--- config.mk ---
export PLATFORM = sky130hd
export DESIGN_NAME = rr_prio_encoder
export DESIGN_NICKNAME = d
export VERILOG_FILES = /design/src/rtl/rr_prio_encoder_pkg.sv /design/src/rtl/rr_prio_encoder_prio_pick.sv /design/src/rtl/rr_prio_encoder.sv
export SDC_FILE = /design/constraint.sdc
export NUM_CORES = 1
export LEC_CHECK = 0
export CAP_MARGIN = 20
export CORE_AREA = 2 2 47 49
export DETAILED_ROUTE_END_ITERATION = 12
export DIE_AREA = 0 0 49 51
export PLACE_DENSITY = 0.71
export SYNTH_ARGS = -nofsm -noshare
export SYNTH_HDL_FRONTEND = slang
export SYNTH_SLANG_ARGS = --single-unit
--- constraint.sdc ---
create_clock -name clk -period 1.35 [get_ports clk]
set_input_delay 0.27 -clock clk [delete_from_list [all_inputs] [get_ports clk]]
set_output_delay 0.27 -clock clk [all_outputs]
set_load 0.01 [all_outputs]
--- src/rtl/rr_prio_encoder_pkg.sv ---
`default_nettype none
// ============================================================================
// Module  : rr_prio_encoder_pkg
// Purpose : Shared constants for the priority encoder slice: FSM state
//           encoding and the arbitration mode selectors.
// Revision: 1.0 - initial release
// ============================================================================
package rr_prio_encoder_pkg;

  // FSM state encoding
  localparam logic [0:0] ST_IDLE = 1'b0;
  localparam logic [0:0] ST_HOLD = 1'b1;

  // Arbitration modes
  localparam int MODE_FIXED = 0;
  localparam int MODE_RR    = 1;

endpackage : rr_prio_encoder_pkg
`default_nettype wire

--- src/rtl/rr_prio_encoder_prio_pick.sv ---
`default_nettype none
// ============================================================================
// Module  : prio_pick
// Purpose : Combinational winner search over a request vector.
//           wrap_i=1 : first set bit searching upward from start_i, wrapping
//                      past N-1 back to 0.
//           wrap_i=0 : highest set bit at or below start_i (top-down, no wrap).
// Revision: 1.0 - initial release
// ============================================================================
module prio_pick #(
  parameter int N = 8,
  parameter int W = $clog2(N)
) (
  input  logic [N-1:0] vec_i,
  input  logic [W-1:0] start_i,
  input  logic         wrap_i,
  output logic [W-1:0] idx_o,
  output logic         found_o
);

  // Doubling the vector lets a plain right shift act as a rotation, so bit k
  // of w_rot is request (start_i + k) mod N.
  logic [2*N-1:0] w_dbl;
  logic [N-1:0]   w_rot;

  assign w_dbl = {vec_i, vec_i};
  assign w_rot = N'(w_dbl >> start_i);

  // Scan the candidates; later loop iterations override earlier ones, so the
  // loop order decides which set bit wins.
  always_comb begin
    logic [W:0] w_sum;
    idx_o   = '0;
    found_o = 1'b0;
    w_sum   = '0;
    if (wrap_i) begin
      // Descending offset: the smallest offset from start_i wins.
      for (int k = N - 1; k >= 0; k--) begin
        if (w_rot[k]) begin
          w_sum = {1'b0, start_i} + (W+1)'(k);
          if (w_sum >= (W+1)'(N)) begin
            w_sum = w_sum - (W+1)'(N);
          end
          idx_o   = w_sum[W-1:0];
          found_o = 1'b1;
        end
      end
    end else begin
      // Ascending index: the highest set index not above start_i wins.
      for (int k = 0; k < N; k++) begin
        if (vec_i[k] && ((W+1)'(k) <= {1'b0, start_i})) begin
          idx_o   = W'(k);
          found_o = 1'b1;
        end
      end
    end
  end

endmodule : prio_pick
`default_nettype wire

--- src/rtl/rr_prio_encoder.sv ---
`default_nettype none
// ============================================================================
// Module  : rr_prio_encoder
// Purpose : Registered priority encoder with valid/ready output handshake.
//           MODE=0 picks the highest set request, MODE=1 rotates fairly
//           starting after the last accepted winner. One grant per cycle
//           when the consumer accepts continuously.
// Revision: 1.0 - initial release
// ============================================================================
module rr_prio_encoder
  import rr_prio_encoder_pkg::*;
#(
  parameter int N    = 8,
  parameter int MODE = 0
) (
  input  logic                 clk,
  input  logic                 rst_n,
  input  logic [N-1:0]         req,
  output logic                 out_valid,
  input  logic                 out_ready,
  output logic [$clog2(N)-1:0] out_idx,
  output logic [N-1:0]         out_onehot,
  output logic                 out_multi
);

  localparam int W = $clog2(N);

  logic [0:0]   state_q, state_d;
  logic [W-1:0] out_idx_q, out_idx_d;
  logic [N-1:0] out_onehot_q, out_onehot_d;
  logic         out_multi_q, out_multi_d;
  logic [W-1:0] ptr_q, ptr_d;

  logic         w_accept;
  logic [W-1:0] w_start;
  logic         w_wrap;
  logic [W-1:0] w_pick_idx;
  logic         w_found;
  logic         w_multi;

  assign out_valid  = (state_q == ST_HOLD);
  assign out_idx    = out_idx_q;
  assign out_onehot = out_onehot_q;
  assign out_multi  = out_multi_q;

  assign w_accept = out_valid & out_ready;
  // Clearing the lowest set bit leaves something only if two or more were set.
  assign w_multi  = |(req & (req - N'(1)));

  if (MODE == MODE_RR) begin : g_rr
    logic [W-1:0] w_base;
    // On a same-cycle recapture the pointer being written is the current winner.
    assign w_base  = w_accept ? out_idx_q : ptr_q;
    assign w_start = (w_base == W'(N - 1)) ? '0 : w_base + W'(1);
    assign w_wrap  = 1'b1;
  end else begin : g_fixed
    assign w_start = W'(N - 1);
    assign w_wrap  = 1'b0;
  end

  prio_pick #(
    .N (N),
    .W (W)
  ) u_pick (
    .vec_i   (req),
    .start_i (w_start),
    .wrap_i  (w_wrap),
    .idx_o   (w_pick_idx),
    .found_o (w_found)
  );

  // Next-state: capture when free or when the held winner is being accepted.
  always_comb begin
    state_d      = state_q;
    out_idx_d    = out_idx_q;
    out_onehot_d = out_onehot_q;
    out_multi_d  = out_multi_q;
    ptr_d        = ptr_q;
    if (w_accept) begin
      ptr_d = out_idx_q;
    end
    if (w_found && ((state_q == ST_IDLE) || w_accept)) begin
      state_d      = ST_HOLD;
      out_idx_d    = w_pick_idx;
      out_onehot_d = N'(1) << w_pick_idx;
      out_multi_d  = w_multi;
    end else if (w_accept) begin
      state_d      = ST_IDLE;
      out_idx_d    = '0;
      out_onehot_d = '0;
      out_multi_d  = 1'b0;
    end
  end

  // State, output and pointer registers; reset parks ptr at N-1 so the first
  // round-robin search begins at index 0.
  always_ff @(posedge clk or negedge rst_n) begin
    if (!rst_n) begin
      state_q      <= ST_IDLE;
      out_idx_q    <= '0;
      out_onehot_q <= '0;
      out_multi_q  <= 1'b0;
      ptr_q        <= W'(N - 1);
    end else begin
      state_q      <= state_d;
      out_idx_q    <= out_idx_d;
      out_onehot_q <= out_onehot_d;
      out_multi_q  <= out_multi_d;
      ptr_q        <= ptr_d;
    end
  end

endmodule : rr_prio_encoder
`default_nettype wire
==> qor.csv, run 1 <==
stage,metric,value,unit
outcome,status,"complete, no violations",
critical_path,path_buf_inv,1,
power,power_density,698,nW/µm²
route,drc,0,
final_layout,diodes,0,
route,routed_via_density,5.21,
placement,worst_slack_at_placement,-648,ps
yosys,synthesis.yosys.warnings,0,
global_routing,grt_antenna_before_repair,0,
final_layout,areaGrowthSynthToFinish,67.2,%
critical_path,end_kind,register,
route,drt-initial-drc-count,9,
clock_tree,cts_hold_repair.buffers,0,
yosys,post_synthesis_cell_type_count,33,
final_layout,seq_area,325,µm²
yosys,synth_cells,80,
yosys,synth_edf_count,0,
critical_path,crit_type,in -> reg,
final_layout,fillers,181,
yosys,synthFlopType,dfrtp_1,
die,std_cell_rows,17,
die,fp.dieH,51,µm
timing,final-hold-violation-count,0,
power,peakVddDrop,363,µV
yosys,yosys-top-cells-count,"13 x dfrtp_1, 10 x nand2_1, 5 x nor2_1",
worst_hold_path,holdCritPathClass,in -> async,
critical_path,worst-endpoint-arrival,1500,ps
global_routing,gr-total-overflow,0,
clock_tree,ctsHtreeMaxLevel,1,
die,starting_density_of_the_core,36.6,%
die,fp.coreArea,2060,µm²
timing,worst_pin_slew,488,ps
yosys,synth.cell_area,756,µm²
yosys,synthesized_area_fraction_occupied_by_and_or_nand_nor_cells,27.2,%
yosys,synth_top_area_cell,dfrtp_1,
yosys,synth_compound_gate_area_share,23.8,%
critical_path,worst_path_largest_cell_delay,550,ps
clock_tree,cts_tree,built,
yosys,yosys.cell_count.top_type,dfrtp_1,
global_routing,total_routing_usage_reported_by_global_routing,17.6,%
timing,period_minus_slack,1340,ps
timing,layout_setup_ws,5.58,ps
yosys,mappedNetlistNets,91,
clock_tree,clkTransAtPathRegs,80,ps
timing,drv_slew,0,
critical_path,crit_path_cell_trace,buf_2 -> or4_4 -> or3_4 -> o31ai_4 -> a211oi_2,
yosys,post_synthesis_mux_area_share,0,%
critical_path,worstPathRequired,1500,ps
clock_tree,cts-buffers-inserted,3,
critical_path,timing.critical_path.fanout_max,3,
yosys,netlist.area_leader.share,43.0,%
die,pin_count,24,
yosys,synth.ff_latch_count,13,
job,timing.max_cap.violations,0,
route,detailed_route_via_count,834,
timing,fmax,744,MHz
final_layout,layout-drive-gt1-share,41.7,%
timing,slew_headroom,67.2,%
global_routing,grt_pass1_wl,3.37,mm
placement,routabilityCongestion,0.901,
global_routing,first_global_vias,845,
final_layout,num-nets-final,144,
route,routed_wire_length_per_instance,13.1,µm
placement,io_buffers,23,
timing,clock_skews,2.32,ps
die,floorplan.die.width,49,µm
yosys,synth.area.top_cells,"dfrtp_1 43%, nand2_1 5.0%, o31ai_1 4.0%, buf_6 3.0%, or4_4 3.0%",
yosys,dominant_combinational_cell_family_by_area_after_synthesis,simple AND/OR/NAND/NOR gates,
power,total_leakage_power,0.571,nW
yosys,synth_area_per_cell,9.45,µm²
yosys,yosysSeqAreaShare,43.0,%
critical_path,slowest_stage,or4_4,
route,drt_wl_total,2.09,mm
critical_path,worst_path_dominant_cell_family,simple AND/OR/NAND/NOR gates,
final_layout,multi_input_comb_area,474,µm²
timing,timing.final.crit_share,99.6,%
yosys,synth_async_sr_flop_share,100,%
die,floorplan.die_area,2500,µm²
yosys,synth-adder-area-share,1.32,%
clock_tree,clk-insertion-delay-late,270,ps
clock_tree,clock_sink_count,13,
final_layout,post-route-util,61.2,%
clock_tree,max-clock-path-buffers,2,
timing,timing.final.setup_violations,0,
clock_tree,postCtsSetupBuffers,0,
global_routing,grt_start_max_net_pins,14,
route,first_pass_detailed_route_iteration_total,4,
critical_path,worst_setup_path_start_kind,input port,
route,ant_nets,0,
yosys,synthXorXnorAreaFrac,0,%
placement,detailed_place_hpwl,1.63,mm
clock_tree,cts_root_buf,clkbuf_4,
[through the flow]
step                TNS [ps]  std cells  total power, mW  cell area, µm²  hold slack, ps
finish                     0        160            0.882            1260             287
global route           -46.0        160            0.930            1260             319
CTS                    -48.1        160            0.873            1220             287
detailed placement     -7380        156            0.660            1210             470
global placement       -7040        156            0.655            1210             456
floorplan              -1460         80            0.511             759           -25.6
[layer usage]
layer / up-vias / share of wire (%) / track usage [%]
li1: 409 / - / -
met1: 397 / 41 / 19.5
met2: 22 / 53 / 33.1
met3: 6 / 2.9 / 0.877
met4: 0 / 2.9 / 11.4
met5: - / 0 / 0
[kinds of logic (layout without fill, tap and decap cells)]
logic type                 count (synthesis)  after routing
adders and majority gates                  1              1
buffers and inverters                      5             57
AOI/OAI and AO/OA                         24             24
DFF                                       13             13
and+or+nand+nor                           37             37
[what timing repair did]
action,CTS,global route
endpoints found under the hold margin,0,0
endpoints found under the setup margin,26,12
resized for setup,42,16
pin swaps,6,4
[placed cells by master, fill, tap and decap left out, drive strengths merged, types with 5 or more instances in the layout]
cell / n
o21ai: 6
clkbuf: 8
dfrtp: 13
buf: 33
nor2: 5
nand2: 10
dlygate4sd2: 13
o31ai: 5
[final cells by class]
| cell class | instances | area share, % |
|---|---|---|
| Inverter | 1 | 0.297 |
| Multi-Input combinational cell | 62 | 37.5 |
| Sequential cell | 13 | 25.7 |
| Clock buffer | 4 | 2.08 |
| Timing Repair Buffer | 52 | 31.6 |
| Tap cell | 28 | 2.77 |
[state kept, by name (all words and copies together) (netlist names)]
register    cells
out_idx         3
out_valid       1
out_onehot      8
out_multi       1
[final timing paths]
kind	from	end	slack (ps)	cells past startpoint
hold reg to reg	out_idx[2]$_DFFE_PN0P_	out_idx[2]$_DFFE_PN0P_	480	2
min in group clk	req[7]	out_onehot[6]$_DFFE_PN0P_	390	3
setup / recovery	req[7]	out_multi$_DFFE_PN0P_	6	5
hold / removal	rst_n	out_valid$_DFFE_PN0P_	290	2
setup reg to reg	out_valid$_DFFE_PN0P_	out_onehot[1]$_DFFE_PN0P_	110	5
max in group asynchronous	rst_n	out_onehot[5]$_DFFE_PN0P_	910	2
[power by group]
group	total, mW	switching, mW	internal, mW
Combinational	0.227	0.112	0.115
Sequential	0.419	0.0114	0.408
Clock	0.235	0.121	0.114
Power figures use the tool's default switching activity.
==> run 2, diff against run 1 <==
--- a/config.mk
+++ b/config.mk
@@ -6,10 +6,11 @@
 export NUM_CORES = 1
 export LEC_CHECK = 0
 export CAP_MARGIN = 20
-export CORE_AREA = 2 2 47 49
+export CORE_AREA = 2 2 62 64
 export DETAILED_ROUTE_END_ITERATION = 12
-export DIE_AREA = 0 0 49 51
-export PLACE_DENSITY = 0.71
+export DIE_AREA = 0 0 64 66
+export PLACE_DENSITY = 0.75
 export SYNTH_ARGS = -nofsm -noshare
 export SYNTH_HDL_FRONTEND = slang
+export SYNTH_HIERARCHICAL = 1
 export SYNTH_SLANG_ARGS = --single-unit
==> qor.csv, run 2 <==
stage,metric,value,unit,change
outcome,status,finished with violations,,
outcome,violations,setup timing,,
yosys,synth_cells,198,,+150%
yosys,synthesis.yosys.warnings,6,,+6
critical_path,ff2ff_setup_slack,-20,ps,-130 ps
yosys,synth.ff_latch_count,13,,unchanged
timing,final-hold-violation-count,0,,unchanged
final_layout,layout-drive-gt1-share,32.1,%,-9.5 points
critical_path,reg2reg_to,out_onehot[5]$_DFFE_PN0P_,,
final_layout,layout.cells.most_common,buf_4,,
critical_path,worst_path_largest_cell_delay,500,ps,-50 ps
yosys,synthFlopType,dfrtp_1,,
route,detailed_route_via_count,1810,,+120%
global_routing,grt_start_max_net_pins,20,,+6
final_layout,largest_register_ff_count,8,,unchanged
timing,fmax,555,MHz,-25%
job,timing.max_cap.violations,0,,unchanged
critical_path,timing.critical_path.fanout_max,5,,+2
power,power_density,682,nW/µm²,-2.2%
clock_tree,cts_hold_repair.buffers,0,,unchanged
final_layout,areaGrowthSynthToFinish,43.5,%,
critical_path,crit_type,in -> reg,,
timing,rsz0062_at_grt,true,,
placement,io_buffers,23,,unchanged
route,ant_nets,0,,unchanged
clock_tree,max-clock-path-buffers,2,,unchanged
critical_path,critPathMostFrequentCell,buf_6,,
route,first_pass_detailed_route_iteration_total,4,,unchanged
clock_tree,ctsHtreeMaxLevel,1,,unchanged
critical_path,crit_path_cell_trace,buf_6 -> mux4_2 -> mux2i_4 -> nor3_2 -> a211o_1 -> a21o_1 -> buf_6 -> nand2_8 -> buf_4 -> nand2_1,,
critical_path,timing.critical_path.from,req[4],,
die,starting_density_of_the_core,48.0,%,+11 points
timing,layout_setup_ws,-453,ps,-459 ps
die,floorplan.die_area,4220,µm²,+69%
yosys,post_synthesis_cell_type_count,46,,+39%
global_routing,gr-total-overflow,0,,unchanged
yosys,synth_async_sr_flop_share,100,%,unchanged
timing,clock_skews,11.7,ps,+9.42 ps
route,routed_via_density,5.62,,+7.8%
power,total_leakage_power,1.15,nW,+100%
yosys,synth_edf_count,0,,unchanged
yosys,yosys-top-cells-count,"25 x nand2_1, 13 x dfrtp_1, 12 x mux2i_1, 12 x o21ai_0",,
yosys,synth.cell_area,1710,µm²,+130%
final_layout,diodes,0,,unchanged
final_layout,post-route-util,68.9,%,+7.7 points
timing,worst_pin_slew,1170,ps,+683 ps
global_routing,grt_antenna_before_repair,0,,unchanged
yosys,synth_top_area_cell,dfrtp_1,,
critical_path,worst_setup_path_start_kind,input port,,
placement,post_dp_cell_area,2200,µm²,+82%
die,floorplan.die.width,64,µm,+31%
clock_tree,clk-insertion-delay-late,280,ps,about the same
global_routing,grt_pass1_wl,8.29,mm,+150%
yosys,synth_area_per_cell,8.61,µm²,-8.8%
global_routing,total_routing_usage_reported_by_global_routing,25.3,%,+7.7 points
yosys,synth.area.top_cells,"dfrtp_1 19%, mux4_2 11%, ha_1 7.3%, mux2i_1 7.0%, nand2_1 5.5%",,
yosys,yosysSeqAreaShare,19.1,%,-24 points
die,pin_count,24,,unchanged
final_layout,num-nets-final,296,,+110%
clock_tree,clock_sink_count,13,,unchanged
clock_tree,cts_tree,built,,
yosys,yosys.cell_count.top_type,nand2_1,,
route,drt-initial-drc-count,104,,+95
yosys,netlist.area_leader.share,19.1,%,-24 points
clock_tree,cts-buffers-inserted,3,,unchanged
critical_path,worst-endpoint-arrival,1970,ps,+470 ps
worst_hold_path,holdCritPathClass,in -> async,,
final_layout,multi_input_comb_area,1480,µm²,+210%
die,std_cell_rows,22,,+5
critical_path,timing.rr.start,out_valid$_DFFE_PN0P_,,
placement,detailed_place_hpwl,3.57,mm,+120%
route,routed_wire_length_per_instance,15.0,µm,+15%
route,drt_wl_total,4.83,mm,+130%
power,totalPowerFinal,1.67,mW,+89%
die,fp.dieH,66,µm,+29%
timing,period_minus_slack,1800,ps,+459 ps
timing,drv_slew,0,,unchanged
final_layout,seq_area,327,µm²,+0.38%
global_routing,first_global_vias,1772,,+110%
critical_path,end_kind,register,,
clock_tree,clkTransAtPathRegs,90,ps,about the same
clock_tree,cts_root_buf,clkbuf_4,,
route,drc,0,,unchanged
timing,timing.final.crit_share,134,%,+34 points
die,fp.coreArea,3550,µm²,+72%
final_layout,most_used_cells_in_the_layout_excluding_fill_and_tap_cells,"33 x buf_4, 24 x nand2_1, 21 x conb_1",,
final_layout,fillers,313,,+73%
critical_path,reg2reg_depth,6,,+1
timing,timing.final.setup_violations,13,,+13
critical_path,slowest_stage,mux4_2,,
power,peakVddDrop,270,µV,-26%
placement,routabilityCongestion,0.879,,-2.5%
final_layout,post_layout_instance_area,2450,µm²,+94%
timing,slew_headroom,21.3,%,-46 points
critical_path,worstPathRequired,1520,ps,+20 ps
[run 2: changes by cell type after synthesis, sizes merged, moves of 8 or more]
cell,delta
o21ai,+17
nand2b,+8
mux2i,+15
nand2,+16
inv,+8
mux4,+8
ha,+10
[run 2: where the power goes]
group          switching [mW]  internal, mW  total, mW
registers              0.0230         0.439      0.462
clock network           0.128         0.110      0.238
logic                   0.499         0.471      0.970
total                   0.650          1.02       1.67
[run 2: logic make-up (layout without fill, tap and decap cells)]
kind of cell	count (synthesis)	count (layout)	synth area share [%]
compound gates	63	64	25.4
fa+ha+maj	10	10	7.34
mux	24	24	21.2
xor+xnor	1	1	0.514
simple gates	66	66	20.3
flops	13	13	19.1
buf+inv	19	75	5.80
other cells	2	21	0.440
[run 2: how the worst max path moves through the flow]
| stage | end | slack, ps | cells after the start |
|---|---|---|---|
| final | out_idx[2]$_DFFE_PN0P_ | -450 | 10 |
| after global placement | out_onehot[4]$_DFFE_PN0P_ | -1150 | 10 |
| after global routing | out_idx[2]$_DFFE_PN0P_ | -480 | 10 |
| after CTS | out_onehot[0]$_DFFE_PN0P_ | -460 | 8 |
| after detailed placement | out_onehot[0]$_DFFE_PN0P_ | -1150 | 10 |
| after floorplan | out_onehot[0]$_DFFE_PN0P_ | -640 | 8 |
[run 2: per-stage QoR]
stage / TNS, ps / hold WS, ps / cells / setup WS (ps)
finish: -4290 / 337 / 322 / -453
global route: -4850 / 364 / 322 / -485
CTS: -4310 / 353 / 321 / -458
detailed placement: -14080 / 471 / 304 / -1150
global placement: -14010 / 467 / 304 / -1150
floorplan: -6250 / -25.6 / 217 / -640
[run 2: area by class of cell]
type	count	share of cell area, %
timing repair buffer	62	21.3
clock inverter	1	0.204
sequential	13	13.3
clock buffer	3	0.920
tap	48	2.45
inverter	9	1.38
multi-input combinational	186	60.4
[run 2: critical path, delay by kind of cell]
kind | cells | cell delay, ps
mux | 2 | 700
buf+inv | 3 | 320
simple gates | 3 | 210
compound gates | 2 | 460
[run 2: timing repair]
item	4_1_cts	5_1_grt
setup buffers	12	1
gates cloned	1	0
setup endpoints to repair	26	13
gates resized for setup	67	6
pin swaps	18	13
[run 2: metal layers]
metal  routed length, µm  vias to the layer above  share of wire, %  global-route usage (%)
li1                    -                      877                 -                       -
met1                1990                      856                41                    30.3
met2                2450                       65                51                    46.0
met3                 268                       12               5.5                    3.41
met4                 120                        0               2.5                    9.24
met5                   0                        -                 0                       0
==> run 3, diff against run 2 <==
--- a/config.mk
+++ b/config.mk
@@ -9,6 +9,7 @@
 export CORE_AREA = 2 2 62 64
 export DETAILED_ROUTE_END_ITERATION = 12
 export DIE_AREA = 0 0 64 66
+export MAX_ROUTING_LAYER = met4
 export PLACE_DENSITY = 0.75
 export SYNTH_ARGS = -nofsm -noshare
 export SYNTH_HDL_FRONTEND = slang
==> qor.csv, run 3 (synthesis results as in run 2) <==
stage,metric,value,unit,change
route,drc,0,,unchanged
timing,final-hold-violation-count,0,,unchanged
critical_path,timing.critical_path.fanout_max,4,,-1
route,first_pass_detailed_route_iteration_total,5,,+1
die,std_cell_rows,22,,unchanged
power,power.share.clock,13.8,%,-0.4 points
power,net_switching,0.633,mW,-2.6%
route,drt_wl_total,5.00,mm,+3.4%
final_layout,layout-drive-gt1-share,32.1,%,about the same
job,timing.max_cap.violations,0,,unchanged
timing,timing.final.crit_share,130,%,-3.4 points
power,power_density,667,nW/µm²,-2.3%
final_layout,layout.cells.most_common,buf_4,,
clock_tree,clkTransAtPathRegs,70,ps,-20 ps
power,peakVddDrop,291,µV,+8.0%
route,detailed_route_via_count,1877,,+3.7%
timing,worst_hold_margin,348,ps,+11.4 ps
timing,rsz0062_at_grt,true,,
outcome,status,finished with violations,,
critical_path,crit_type,in -> reg,,
clock_tree,clock_sink_count,13,,unchanged
power,power_frac_seq,28.0,%,+0.3 points
timing,slew_headroom,55.0,%,+34 points
die,fp.dieH,66,µm,unchanged
timing,timing.setup.tns,-4240,ps,+50.2 ps
timing,layout_setup_ws,-408,ps,+45.4 ps
placement,detailed_place_hpwl,3.54,mm,-0.80%
power,netSwitchingFraction,38.4,%,-0.54 points
timing,worst_pin_slew,671,ps,-500 ps
route,ant_nets,0,,unchanged
placement,io_buffers,23,,unchanged
clock_tree,cts_root_buf,clkbuf_4,,
global_routing,grt_start_max_net_pins,20,,unchanged
outcome,violations,setup timing,,
placement,routabilityCongestion,0.889,,+1.1%
final_layout,diodes,0,,unchanged
die,fp.coreArea,3550,µm²,unchanged
power,total_leakage_power,1.16,nW,+0.75%
clock_tree,max-clock-path-buffers,2,,unchanged
route,drt-initial-drc-count,99,,-4.8%
worst_hold_path,holdCritPathClass,in -> async,,
timing,drv_slew,0,,unchanged
clock_tree,cts-buffers-inserted,3,,unchanged
clock_tree,cts_tree,built,,
clock_tree,ctsHtreeMaxLevel,1,,unchanged
route,routed_wire_length_per_instance,15.4,µm,+2.5%
route,routed_via_density,5.78,,+2.7%
final_layout,fillers,303,,-3.2%
timing,fmax,569,MHz,+2.6%
die,floorplan.die_area,4220,µm²,unchanged
clock_tree,clk-insertion-delay-late,270,ps,about the same
global_routing,grt_antenna_before_repair,0,,unchanged
global_routing,grt_pass1_wl,8.50,mm,+2.6%
final_layout,most_used_cells_in_the_layout_excluding_fill_and_tap_cells,"35 x buf_4, 22 x nand2_1, 21 x conb_1",,
die,floorplan.die.width,64,µm,unchanged
timing,timing.final.setup_violations,12,,-1
global_routing,gr-total-overflow,0,,unchanged
critical_path,worst-endpoint-arrival,1890,ps,-80 ps
timing,clock_skews,3.65,ps,-8.09 ps
die,starting_density_of_the_core,48.0,%,unchanged
critical_path,worstPathRequired,1480,ps,-40 ps
global_routing,first_global_vias,1793,,+1.2%
final_layout,largest_register_ff_count,8,,unchanged
die,pin_count,24,,unchanged
critical_path,worst_setup_path_start_kind,input port,,
final_layout,num-nets-final,299,,+1.0%
global_routing,total_routing_usage_reported_by_global_routing,26.4,%,+1.1 points
timing,period_minus_slack,1760,ps,-45.4 ps
power,comb_power_share,58.2,%,about the same
power,totalPowerFinal,1.65,mW,-1.2%
final_layout,areaGrowthSynthToFinish,45.1,%,
critical_path,end_kind,register,,
placement,worst_slack_at_placement,-1160,ps,-4.57 ps
power,intPower,1.02,mW,-0.30%
==> run 3: metrics by stage <==
stage / cells / utilization (%) / area [µm²]
6_report: 325 / 69.7 / 2470
5_1_grt: 325 / 69.7 / 2470
4_1_cts: 321 / 67.6 / 2400
3_5_place_dp: 304 / 62.1 / 2200
3_3_place_gp: 304 / 62.1 / 2200
2_1_floorplan: 217 / - / 1790
==> run 3: path summary, 6_finish.rpt <==
kind                       cells past startpoint                 startpoint                         to  slack [ps]
hold reg to reg                                2  out_onehot[3]$_DFFE_PN0P_  out_onehot[3]$_DFFE_PN0P_         480
hold / removal                                 1                      rst_n     out_idx[0]$_DFFE_PN0P_         350
max in group asynchronous                      1                      rst_n  out_onehot[7]$_DFFE_PN0P_         650
setup / recovery                              10                     req[5]  out_onehot[0]$_DFFE_PN0P_        -410
setup reg to reg                               5      out_valid$_DFFE_PN0P_  out_onehot[4]$_DFFE_PN0P_          40
min in group clk                               4                     req[5]      out_multi$_DFFE_PN0P_         390
==> run 3: per-layer routing <==
layer / routed length, µm / share of wire (%) / track usage (%) / up-vias
li1: - / - / - / 881
met1: 1830 / 37 / 30.0 / 879
met2: 2630 / 53 / 47.5 / 97
met3: 336 / 6.7 / 1.70 / 20
met4: 208 / 4.2 / 12.8 / 0
met5: 0 / 0 / - / -
==> run 3: power by group through the flow <==
stage	sequential (mW)	clock, mW	combinational, mW
6_report	0.463	0.227	0.960
5_1_grt	0.470	0.249	1.04
4_1_cts	0.464	0.232	0.883
3_5_place_dp	0.474	0	0.828
3_3_place_gp	0.470	0	0.817
2_1_floorplan	0.497	0	0.486
==> run 3: final cells by class <==
class                   instances  area (µm²)  share of cell area [%]
multi-input cells             186        1480                    59.8
repair buffers                 65         551                    22.2
flip-flops and latches         13         325                    13.1
well taps                      48        60.1                    2.43
inverters                       9        33.8                    1.37
clock buffers                   4        26.3                    1.06
==> run 3: worst max-delay path, stage by stage <==
cell,delay (ps)
buf_8,100
mux4_2,510
mux2i_4,180
buf_4,140
nand3_2,60
o21ai_2,70
a211o_1,170
a21o_1,170
nand2b_4,170
o31ai_4,50
==> run 3: timing repair <==
item	CTS	global route
hold buffers	0	0
setup endpoints to repair	26	13
setup buffers	13	3
resized for setup	62	9
pin swaps	13	8
cloned	0	1
